==> src/rtl/seg7_scan_driver.sv <==
// Time-multiplexed hex driver for a NUM_DIGITS 7-segment display with frame-synchronous
// value updates, leading-zero blanking, decimal points and selectable pin polarity.
module seg7_scan_driver #(
    parameter int NUM_DIGITS     = 4,
    parameter int DIGIT_DIV      = 25000,
    parameter bit ACTIVE_LOW_SEG = 1'b0,
    parameter bit ACTIVE_LOW_DIG = 1'b1,
    parameter bit BLANK_LEADING  = 1'b1
) (
    input  logic                    i_Clk,
    input  logic                    i_Rst_L,
    input  logic [4*NUM_DIGITS-1:0] i_Value,
    input  logic [NUM_DIGITS-1:0]   i_Dp,
    input  logic                    i_Load,
    output logic [6:0]              o_Segments,
    output logic                    o_Seg_DP,
    output logic [NUM_DIGITS-1:0]   o_Digit_En,
    output logic                    o_Frame_Done,
    output logic                    o_Load_Pending
);

    localparam int P_W = $clog2(DIGIT_DIV);
    localparam int D_W = (NUM_DIGITS > 1) ? $clog2(NUM_DIGITS) : 1;
    localparam logic [P_W-1:0] P_LAST = P_W'(DIGIT_DIV - 1);
    localparam logic [D_W-1:0] D_LAST = D_W'(NUM_DIGITS - 1);

    // Slot timer counts down: P_LAST marks the first cycle of a slot, 0 the last.
    logic [P_W-1:0]          r_presc_cnt;
    logic [D_W-1:0]          r_digit;
    logic [4*NUM_DIGITS-1:0] r_shadow_val;
    logic [NUM_DIGITS-1:0]   r_shadow_dp;
    logic [4*NUM_DIGITS-1:0] r_pend_val;
    logic [NUM_DIGITS-1:0]   r_pend_dp;
    logic                    r_pend_flag;

    logic                    w_slot_first;
    logic                    w_slot_end;
    logic                    w_frame_end;
    logic [NUM_DIGITS-1:0]   w_visible;
    logic [NUM_DIGITS-1:0]   w_onehot;
    logic [3:0]              w_nibble;
    logic                    w_dp_bit;
    logic                    w_vis_bit;

    function automatic logic [6:0] encode(input logic [3:0] nib);
        logic [6:0] seg;
        case (nib)
            4'h0: seg = 7'h7E;
            4'h1: seg = 7'h30;
            4'h2: seg = 7'h6D;
            4'h3: seg = 7'h79;
            4'h4: seg = 7'h33;
            4'h5: seg = 7'h5B;
            4'h6: seg = 7'h5F;
            4'h7: seg = 7'h70;
            4'h8: seg = 7'h7F;
            4'h9: seg = 7'h7B;
            4'hA: seg = 7'h77;
            4'hB: seg = 7'h1F;
            4'hC: seg = 7'h4E;
            4'hD: seg = 7'h3D;
            4'hE: seg = 7'h4F;
            default: seg = 7'h47;
        endcase
        return seg;
    endfunction

    // A digit stays lit if it or any more significant digit carries a nonzero nibble or a DP.
    function automatic logic [NUM_DIGITS-1:0] visible_mask(
        input logic [4*NUM_DIGITS-1:0] val,
        input logic [NUM_DIGITS-1:0]   dp
    );
        logic [NUM_DIGITS-1:0] mask;
        logic                  any_set;
        mask    = '0;
        any_set = 1'b0;
        for (int k = NUM_DIGITS - 1; k >= 0; k--) begin
            any_set = any_set | (|val[4*k +: 4]) | dp[k];
            mask[k] = any_set | (k == 0) | ~BLANK_LEADING;
        end
        return mask;
    endfunction

    assign w_slot_first = (r_presc_cnt == P_LAST);
    assign w_slot_end   = (r_presc_cnt == '0);
    assign w_frame_end  = w_slot_end && (r_digit == D_LAST);
    assign w_visible    = visible_mask(r_shadow_val, r_shadow_dp);

    always_comb begin
        w_nibble  = 4'h0;
        w_dp_bit  = 1'b0;
        w_vis_bit = 1'b0;
        w_onehot  = '0;
        for (int k = 0; k < NUM_DIGITS; k++) begin
            if (r_digit == D_W'(k)) begin
                w_nibble    = r_shadow_val[4*k +: 4];
                w_dp_bit    = r_shadow_dp[k];
                w_vis_bit   = w_visible[k];
                w_onehot[k] = 1'b1;
            end
        end
    end

    always_ff @(posedge i_Clk or negedge i_Rst_L) begin
        if (!i_Rst_L) begin
            r_presc_cnt  <= P_LAST;
            r_digit      <= '0;
            r_shadow_val <= '0;
            r_shadow_dp  <= '0;
            r_pend_val   <= '0;
            r_pend_dp    <= '0;
            r_pend_flag  <= 1'b0;
            o_Segments   <= {7{ACTIVE_LOW_SEG}};
            o_Seg_DP     <= ACTIVE_LOW_SEG;
            o_Digit_En   <= {NUM_DIGITS{ACTIVE_LOW_DIG}};
            o_Frame_Done <= 1'b0;
        end else begin
            if (w_slot_end) begin
                r_presc_cnt <= P_LAST;
                r_digit     <= (r_digit == D_LAST) ? '0 : r_digit + 1'b1;
            end else begin
                r_presc_cnt <= r_presc_cnt - 1'b1;
            end

            // A load landing on the frame-end edge bypasses and discards any pending value.
            if (w_frame_end) begin
                if (i_Load) begin
                    r_shadow_val <= i_Value;
                    r_shadow_dp  <= i_Dp;
                end else if (r_pend_flag) begin
                    r_shadow_val <= r_pend_val;
                    r_shadow_dp  <= r_pend_dp;
                end
                r_pend_flag <= 1'b0;
            end else if (i_Load) begin
                r_pend_val  <= i_Value;
                r_pend_dp   <= i_Dp;
                r_pend_flag <= 1'b1;
            end

            o_Frame_Done <= w_frame_end;
            o_Segments   <= (w_vis_bit ? encode(w_nibble) : 7'h00) ^ {7{ACTIVE_LOW_SEG}};
            o_Seg_DP     <= (w_vis_bit & w_dp_bit) ^ ACTIVE_LOW_SEG;
            o_Digit_En   <= ((!w_slot_first && w_vis_bit) ? w_onehot : '0)
                            ^ {NUM_DIGITS{ACTIVE_LOW_DIG}};
        end
    end

    assign o_Load_Pending = r_pend_flag;

endmodule

==> config.mk <==
export PLATFORM = sky130hd
export DESIGN_NAME = seg7_scan_driver
export DESIGN_NICKNAME = d
export VERILOG_FILES = /design/src/rtl/seg7_scan_driver.sv
export SDC_FILE = /design/constraint.sdc
export NUM_CORES = 1
export LEC_CHECK = 0
export CORE_UTILIZATION = 39
export CTS_CLUSTER_DIAMETER = 30
export DETAILED_ROUTE_END_ITERATION = 8
export DONT_BUFFER_PORTS = 1
export SLEW_MARGIN = 20
export SYNTH_ARGS = -nofsm -noshare
export SYNTH_HDL_FRONTEND = slang
export SYNTH_SLANG_ARGS = --single-unit
==> constraint.sdc <==
create_clock -name i_Clk -period 5 [get_ports i_Clk]
set_clock_uncertainty 0.15 [all_clocks]
set_input_delay 1.5 -clock i_Clk [delete_from_list [all_inputs] [get_ports i_Clk]]
set_output_delay 1.5 -clock i_Clk [all_outputs]
set_load 0.01 [all_outputs]
==> qor.yml, run 1 <==
run_status:
  status: "complete, no violations"
setup_path:
  worst_ep_required_time_ns: 5.07
  reg2reg_to: "r_pend_val[9]"
  rr_startpoint: "r_presc_cnt[12]"
  worstPathArrival_ns: 2.85
  timing.critical_path.max_delay_family: "simple AND/OR/NAND/NOR gates"
  crit_slowest_cell: "nand2_1"
  critical_path.max_stage_delay_ns: 0.67
  critical_path.cell_chain: "or3_4 -> nor3_4 -> nand4_1 -> buf_4 -> nand2_1 -> mux2_2"
  worst-path-buf-inv: 1
  cp-end-kind: "flip-flop"
  setup.reg_to_reg.worst_slack_ns: 2.22
  critical_path.startpoint_type: "flip-flop"
  r2r.worst_path.cells: 6
  setup.worst_path.class: "reg -> reg"
  path_max_fanout: 21
cts:
  cts.clk_slew.worst_paths_ns: 0.07
  postCtsResizedCells: 0
  root_buffer: "clkbuf_8"
  cts_num_sinks: 71
  post_cts_buffers: 0
  clock_insertion_delay_worst_skew_ns: 0.34
  cts_buffers: 9
  clock_tree_from_tritoncts: "built"
  ctsHtreeMaxLevel: 3
  cts_buffer_depth: 2
  cts_hold_buf: 0
final_layout:
  finalNetCount: 348
  finish.cell_count_without_fillers: 426
  final-seq-area_um2: 1790
  antenna_cells_inserted: 0
  final_common_cell: "dfrtp_1"
  final_layout_size_suffix_gt1_share_pct: 16.4
  mostFrequentLayoutCells: "dfrtp_1 (59), a21oi_1 (25), mux2_2 (20)"
  layout-area-overhead-vs-synth_pct: 5.98
  final_core_utilization_pct: 42.8
  multi_input_gate_area_um2: 1620
  filler_cell_count: 854
floorplan:
  start_util_pct: 40.3
  row_count: 34
  die_w_um: 97.2
  floorplan.die_area_um2: 9450
  top_level_ports: 37
  die_height_um: 97.2
  core_region_area_um2: 8760
pwr:
  irDropWorstVdd_v: 0.000124
  cellPowerDensity_nw_per_um2: 287
  finalPower_w: 0.00107
  p_leak_nw: 1.56
global_route:
  pin_count_of_the_biggest_net_entering_global_routing: 72
  grtUsageTotal_pct: 16.6
  grt_first_pass_wirelength_um: 12500
  globalRouteOverflowTotal: 0
  number_of_global_route_vias_before_repair: 2461
  antenna_violations_before_repair: 0
hold_path:
  holdPathEnd: "r_presc_cnt[0]"
  worst_hold_stages: 1
  hold_start: "r_presc_cnt[0]"
  hp-class: "reg -> reg"
sta:
  worst-slew-pin-transition_ns: 0.884
  worst_slew_margin_rel_pct: 40.7
  finalHoldViolCount: 0
  setup_total_negative_slack_ns: 0
  grt_setup_unrepaired: "no"
  report.final.slew_viol_count: 0
  finalSetupViolations: 0
  min_tclk_post_route_ns: 2.78
  fmax_mhz: 360
  timing.final.crit_share_pct: 55.5
synth:
  synth-adder-area-share_pct: 4.25
  synth.yosys.seq_area_share_pct: 50.7
  syn-cell-area_um2: 3540
  largest_family_of_logic_cells_by_synthesized_area: "simple AND/OR/NAND/NOR gates"
  synthesized_area_fraction_occupied_by_xor_and_xnor_cells_pct: 1.98
  async_flop_share_pct: 100
  yosys_register_bits: 71
  synth-edff-count: 0
  share_of_the_synthesized_area_in_compound_gates_ao_oa_aoi_oai_pct: 15.6
  yosys-mux-area-fraction_pct: 6.94
  post_synth_and_or_nand_nor_area_fraction_pct: 17.0
  netlist-cell-type-count: 51
  syn_nets: 351
  ys_dominant_reg_cell: "dfrtp_1"
  number_of_instances_in_the_synthesized_netlist: 316
  synthesized_area_per_cell_um2: 11.2
  yosysWarningCount: 0
drt:
  initialDrtViolationCount: 110
  avgRoutedWirePerCell_um: 17.0
  first_pass_iteration_count_of_the_detailed_router: 4
  antenna_left: 0
  routed_wl_um: 7220
  vias: 2405
  remaining_drc_errors: 0
  drt-vias-per-instance: 5.65
placement:
  gp_congestion: 0.825
  port-buffer-count: 0
  place.detailed.instances: 410
  hpwl_after_detailed_placement_um: 4960
job:
  cap_violations: 0
==> cells in the mapped netlist (3+ instances only) <==
master / number / share of area [%]
xor2_1: 4 / 0.99
nor2_1: 16 / 1.7
dfstp_2: 12 / 8.9
inv_1: 11 / 1.2
nor4_1: 3 / 0.53
o21ai_0: 8 / 1.1
a22oi_1: 4 / 0.85
a21oi_1: 25 / 3.5
xnor2_1: 4 / 0.99
nor3_1: 9 / 1.3
buf_2: 4 / 0.57
clkbuf_1: 7 / 0.74
nor2b_1: 6 / 1.1
or3_1: 3 / 0.53
and3b_1: 17 / 4.2
mux2_2: 20 / 6.4
dfrtp_1: 59 / 42
nand2_1: 19 / 2.0
o2bb2ai_1: 19 / 4.7
nand3_1: 8 / 1.1
a221oi_1: 4 / 0.99
ha_1: 12 / 4.2
==> cell families after synthesis <==
family | Yosys count
AOI/OAI and AO/OA | 77
xor gates and xnor gates | 8
adders and majority gates | 12
buffers and inverters | 26
DFF | 71
muxes | 22
and+or+nand+nor | 100
==> power breakdown <==
part | leakage [nW] | internal, W | switching (W)
Clock | 0.0784 | 0.000180 | 0.000196
Sequential | 0.837 | 0.000605 | 0.0000195
Combinational | 0.649 | 0.0000431 | 0.0000319
Total | 1.56 | 0.000828 | 0.000247
==> worst reg2reg max path: stages, from the launching register on <==
cell and delay [ns]:
dfrtp_1 0.38, or3_4 0.43, nor3_4 0.22, nand4_1 0.12, buf_4 0.25, nand2_1 0.68, mux2_2 0.43
==> registers in the layout, summed over array words and instances (netlist names) <==
name,count
r_shadow_dp,4
o_Frame_Done,1
o_Seg_DP,1
o_Segments,7
r_digit,2
o_Load_Pending,1
r_presc_cnt,15
r_pend_dp,4
r_shadow_val,16
r_pend_val,16
o_Digit_En,4
==> cell type report <==
cell class | instances | share of cell area [%]
clock inverters | 2 | 0.267
inverters | 11 | 1.10
clock buffers | 14 | 3.81
repair buffers | 1 | 0.200
multi-input cells | 219 | 43.2
flip-flops and latches | 71 | 47.8
well taps | 108 | 3.61
==> how the worst max path moves through the flow <==
stage / start / endpoint / slack, ns / cells after the start
global route: r_digit[1] / o_Segments[1] / 1.98 / 10
CTS: r_digit[1] / o_Segments[1] / 2.21 / 10
global placement: i_Load / r_pend_val[2] / 2.18 / 2
floorplan: i_Load / r_shadow_dp[0] / 2.54 / 5
finish: r_presc_cnt[12] / r_pend_val[9] / 2.22 / 6
detailed placement: i_Load / r_pend_val[9] / 2.16 / 2
==> routing by layer <==
layer  GRT usage [%]  vias to the layer above  share of wire (%)
met5               0                        -                  0
met4            4.30                        0                1.5
met3            6.40                       13                5.7
met2            26.7                       45                 48
met1            20.9                     1188                 45
li1                -                     1159                  -
==> stage by stage <==
| stage | area, µm² | hold slack (ns) | worst slack (ns) |
|---|---|---|---|
| floorplan | 3540 | 0.288 | 2.54 |
| detailed placement | 3590 | 0.304 | 2.16 |
| global route | 3750 | 0.337 | 1.98 |
| global placement | 3590 | 0.298 | 2.18 |
| finish | 3750 | 0.317 | 2.22 |
| CTS | 3750 | 0.321 | 2.21 |
Power figures use the tool's default switching activity.
==> run 2: changes to the inputs <==
==> constraint.sdc (replaced) <==
create_clock -name i_Clk -period 2.8 [get_ports i_Clk]
set_clock_uncertainty 0.15 [all_clocks]
set_input_delay 0.84 -clock i_Clk [delete_from_list [all_inputs] [get_ports i_Clk]]
set_output_delay 0.84 -clock i_Clk [all_outputs]
set_load 0.01 [all_outputs]
==> qor.yml, run 2 (same netlist as run 1, synthesis figures left out) <==
setup_path:
  worst_ep_required_time_ns: 2.89
  rr_startpoint: "r_digit[0]"
  r2r.worst_path.cells: 10
  path_max_fanout: 5
  worstPathArrival_ns: 2.63
  reg2reg_to: "o_Segments[1]"
  setup.reg_to_reg.worst_slack_ns: 0.26
  setup.worst_path.class: "reg -> reg"
  critical_path.startpoint_type: "flip-flop"
  cp-end-kind: "flip-flop"
global_route:
  globalRouteOverflowTotal: 0
  antenna_violations_before_repair: 0
  number_of_global_route_vias_before_repair: 2578
  grt_first_pass_wirelength_um: 12600
  grtUsageTotal_pct: 16.9
  pin_count_of_the_biggest_net_entering_global_routing: 72
floorplan:
  die_w_um: 97.2
  row_count: 34
  top_level_ports: 37
  core_region_area_um2: 8760
  start_util_pct: 40.3
  floorplan.die_area_um2: 9450
  die_height_um: 97.2
final_layout:
  final_layout_size_suffix_gt1_share_pct: 19.4
  filler_cell_count: 827
  final_common_cell: "dfrtp_1"
  reg_top3: "r_pend_val x16, r_shadow_val x16, r_presc_cnt x15"
  fin_area_um2: 3880
  layout-area-overhead-vs-synth_pct: 9.62
  finalNetCount: 355
  final_core_utilization_pct: 44.2
  mostFrequentLayoutCells: "dfrtp_1 (59), a21oi_1 (25), mux2_2 (20)"
  antenna_cells_inserted: 0
drt:
  drt-vias-per-instance: 5.60
  first_pass_iteration_count_of_the_detailed_router: 4
  avgRoutedWirePerCell_um: 17.0
  vias: 2425
  antenna_left: 0
  routed_wl_um: 7370
  initialDrtViolationCount: 84
  remaining_drc_errors: 0
cts:
  ctsHtreeMaxLevel: 3
  cts_num_sinks: 71
  post_cts_buffers: 0
  cts.clk_slew.worst_paths_ns: 0.07
  clock_insertion_delay_worst_skew_ns: 0.34
  clock_tree_from_tritoncts: "built"
  cts_buffer_depth: 2
  root_buffer: "clkbuf_8"
  cts_buffers: 9
sta:
  postLayoutSetupSlackWorst_ns: 0.264
  worst-slew-pin-transition_ns: 0.751
  setup_total_negative_slack_ns: 0
  min_tclk_post_route_ns: 2.54
  timing.final.crit_share_pct: 90.6
  report.final.slew_viol_count: 0
  finalSetupViolations: 0
  finalHoldViolCount: 0
  worst_slew_margin_rel_pct: 50.0
  fmax_mhz: 394
  grt_setup_unrepaired: "no"
pwr:
  finalPower_w: 0.00217
  p_leak_nw: 1.63
  cellPowerDensity_nw_per_um2: 560
  irDropWorstVdd_v: 0.000191
placement:
  hpwl_after_detailed_placement_um: 5130
  placed_cell_area_um2: 3650
  place_worst_setup_slack_ns: 0.132
  gp_congestion: 0.883
  port-buffer-count: 0
run_status:
  status: "complete, no violations"
hold_path:
  hp-class: "in -> async"
job:
  cap_violations: 0
## run 2: repair_timing
item,in CTS,in global routing
setup endpoints to repair,0,3
endpoints found under the hold margin,0,0
gates resized for setup,0,1
hold buffers,0,0
## run 2: how the worst max path moves through the flow
stage                           from             to  slack, ns  cells past startpoint
after CTS                 r_digit[0]  o_Segments[1]       0.12                     10
after floorplan           r_digit[1]  o_Segments[0]       0.39                     11
after detailed placement  r_digit[0]  o_Segments[1]       0.13                     10
after global routing      r_digit[0]  o_Segments[0]       0.09                     10
after global placement    r_digit[0]  o_Segments[1]       0.25                     10
final                     r_digit[0]  o_Segments[1]       0.26                     10
## run 2: cell type report
cell class	count	area, µm²	share of cell area [%]
clock inverters	3	65.1	1.68
repair buffers	8	60.1	1.55
well taps	108	135	3.49
multi-input cells	219	1620	41.9
flip-flops and latches	71	1790	46.2
inverters	11	41.3	1.07
clock buffers	13	159	4.10
## run 2: per-stage QoR
| step | hold slack (ns) | std cells |
|---|---|---|
| after CTS | 0.0192 | 433 |
| after global routing | 0.0131 | 433 |
| after floorplan | 0.288 | 316 |
| after global placement | 0.299 | 417 |
| final | 0.0418 | 433 |
| after detailed placement | 0.303 | 417 |
## run 2: routing by layer
metal	vias to the layer above	share of wire, %	GRT usage [%]
met5	-	0	0
met4	0	1.9	5.88
met3	13	4.7	5.40
met2	45	48	27.3
met1	1190	46	21.2
li1	1177	-	-
## run 2: critical path, cell delays in order, from the launching register on
cell	delay (ns)
dfrtp_1	0.38
inv_1	0.10
ha_1	0.25
nor2b_1	0.17
a221o_1	0.34
a22oi_2	0.23
inv_1	0.14
ha_1	0.22
nand2_1	0.10
o21ai_0	0.10
a221oi_1	0.26
## run 2: power breakdown
group | internal [W] | switching, W | total (W)
Sequential | 0.00108 | 0.0000354 | 0.00112
Combinational | 0.0000803 | 0.0000578 | 0.000138
Clock | 0.000550 | 0.000366 | 0.000916
Total | 0.00171 | 0.000459 | 0.00217
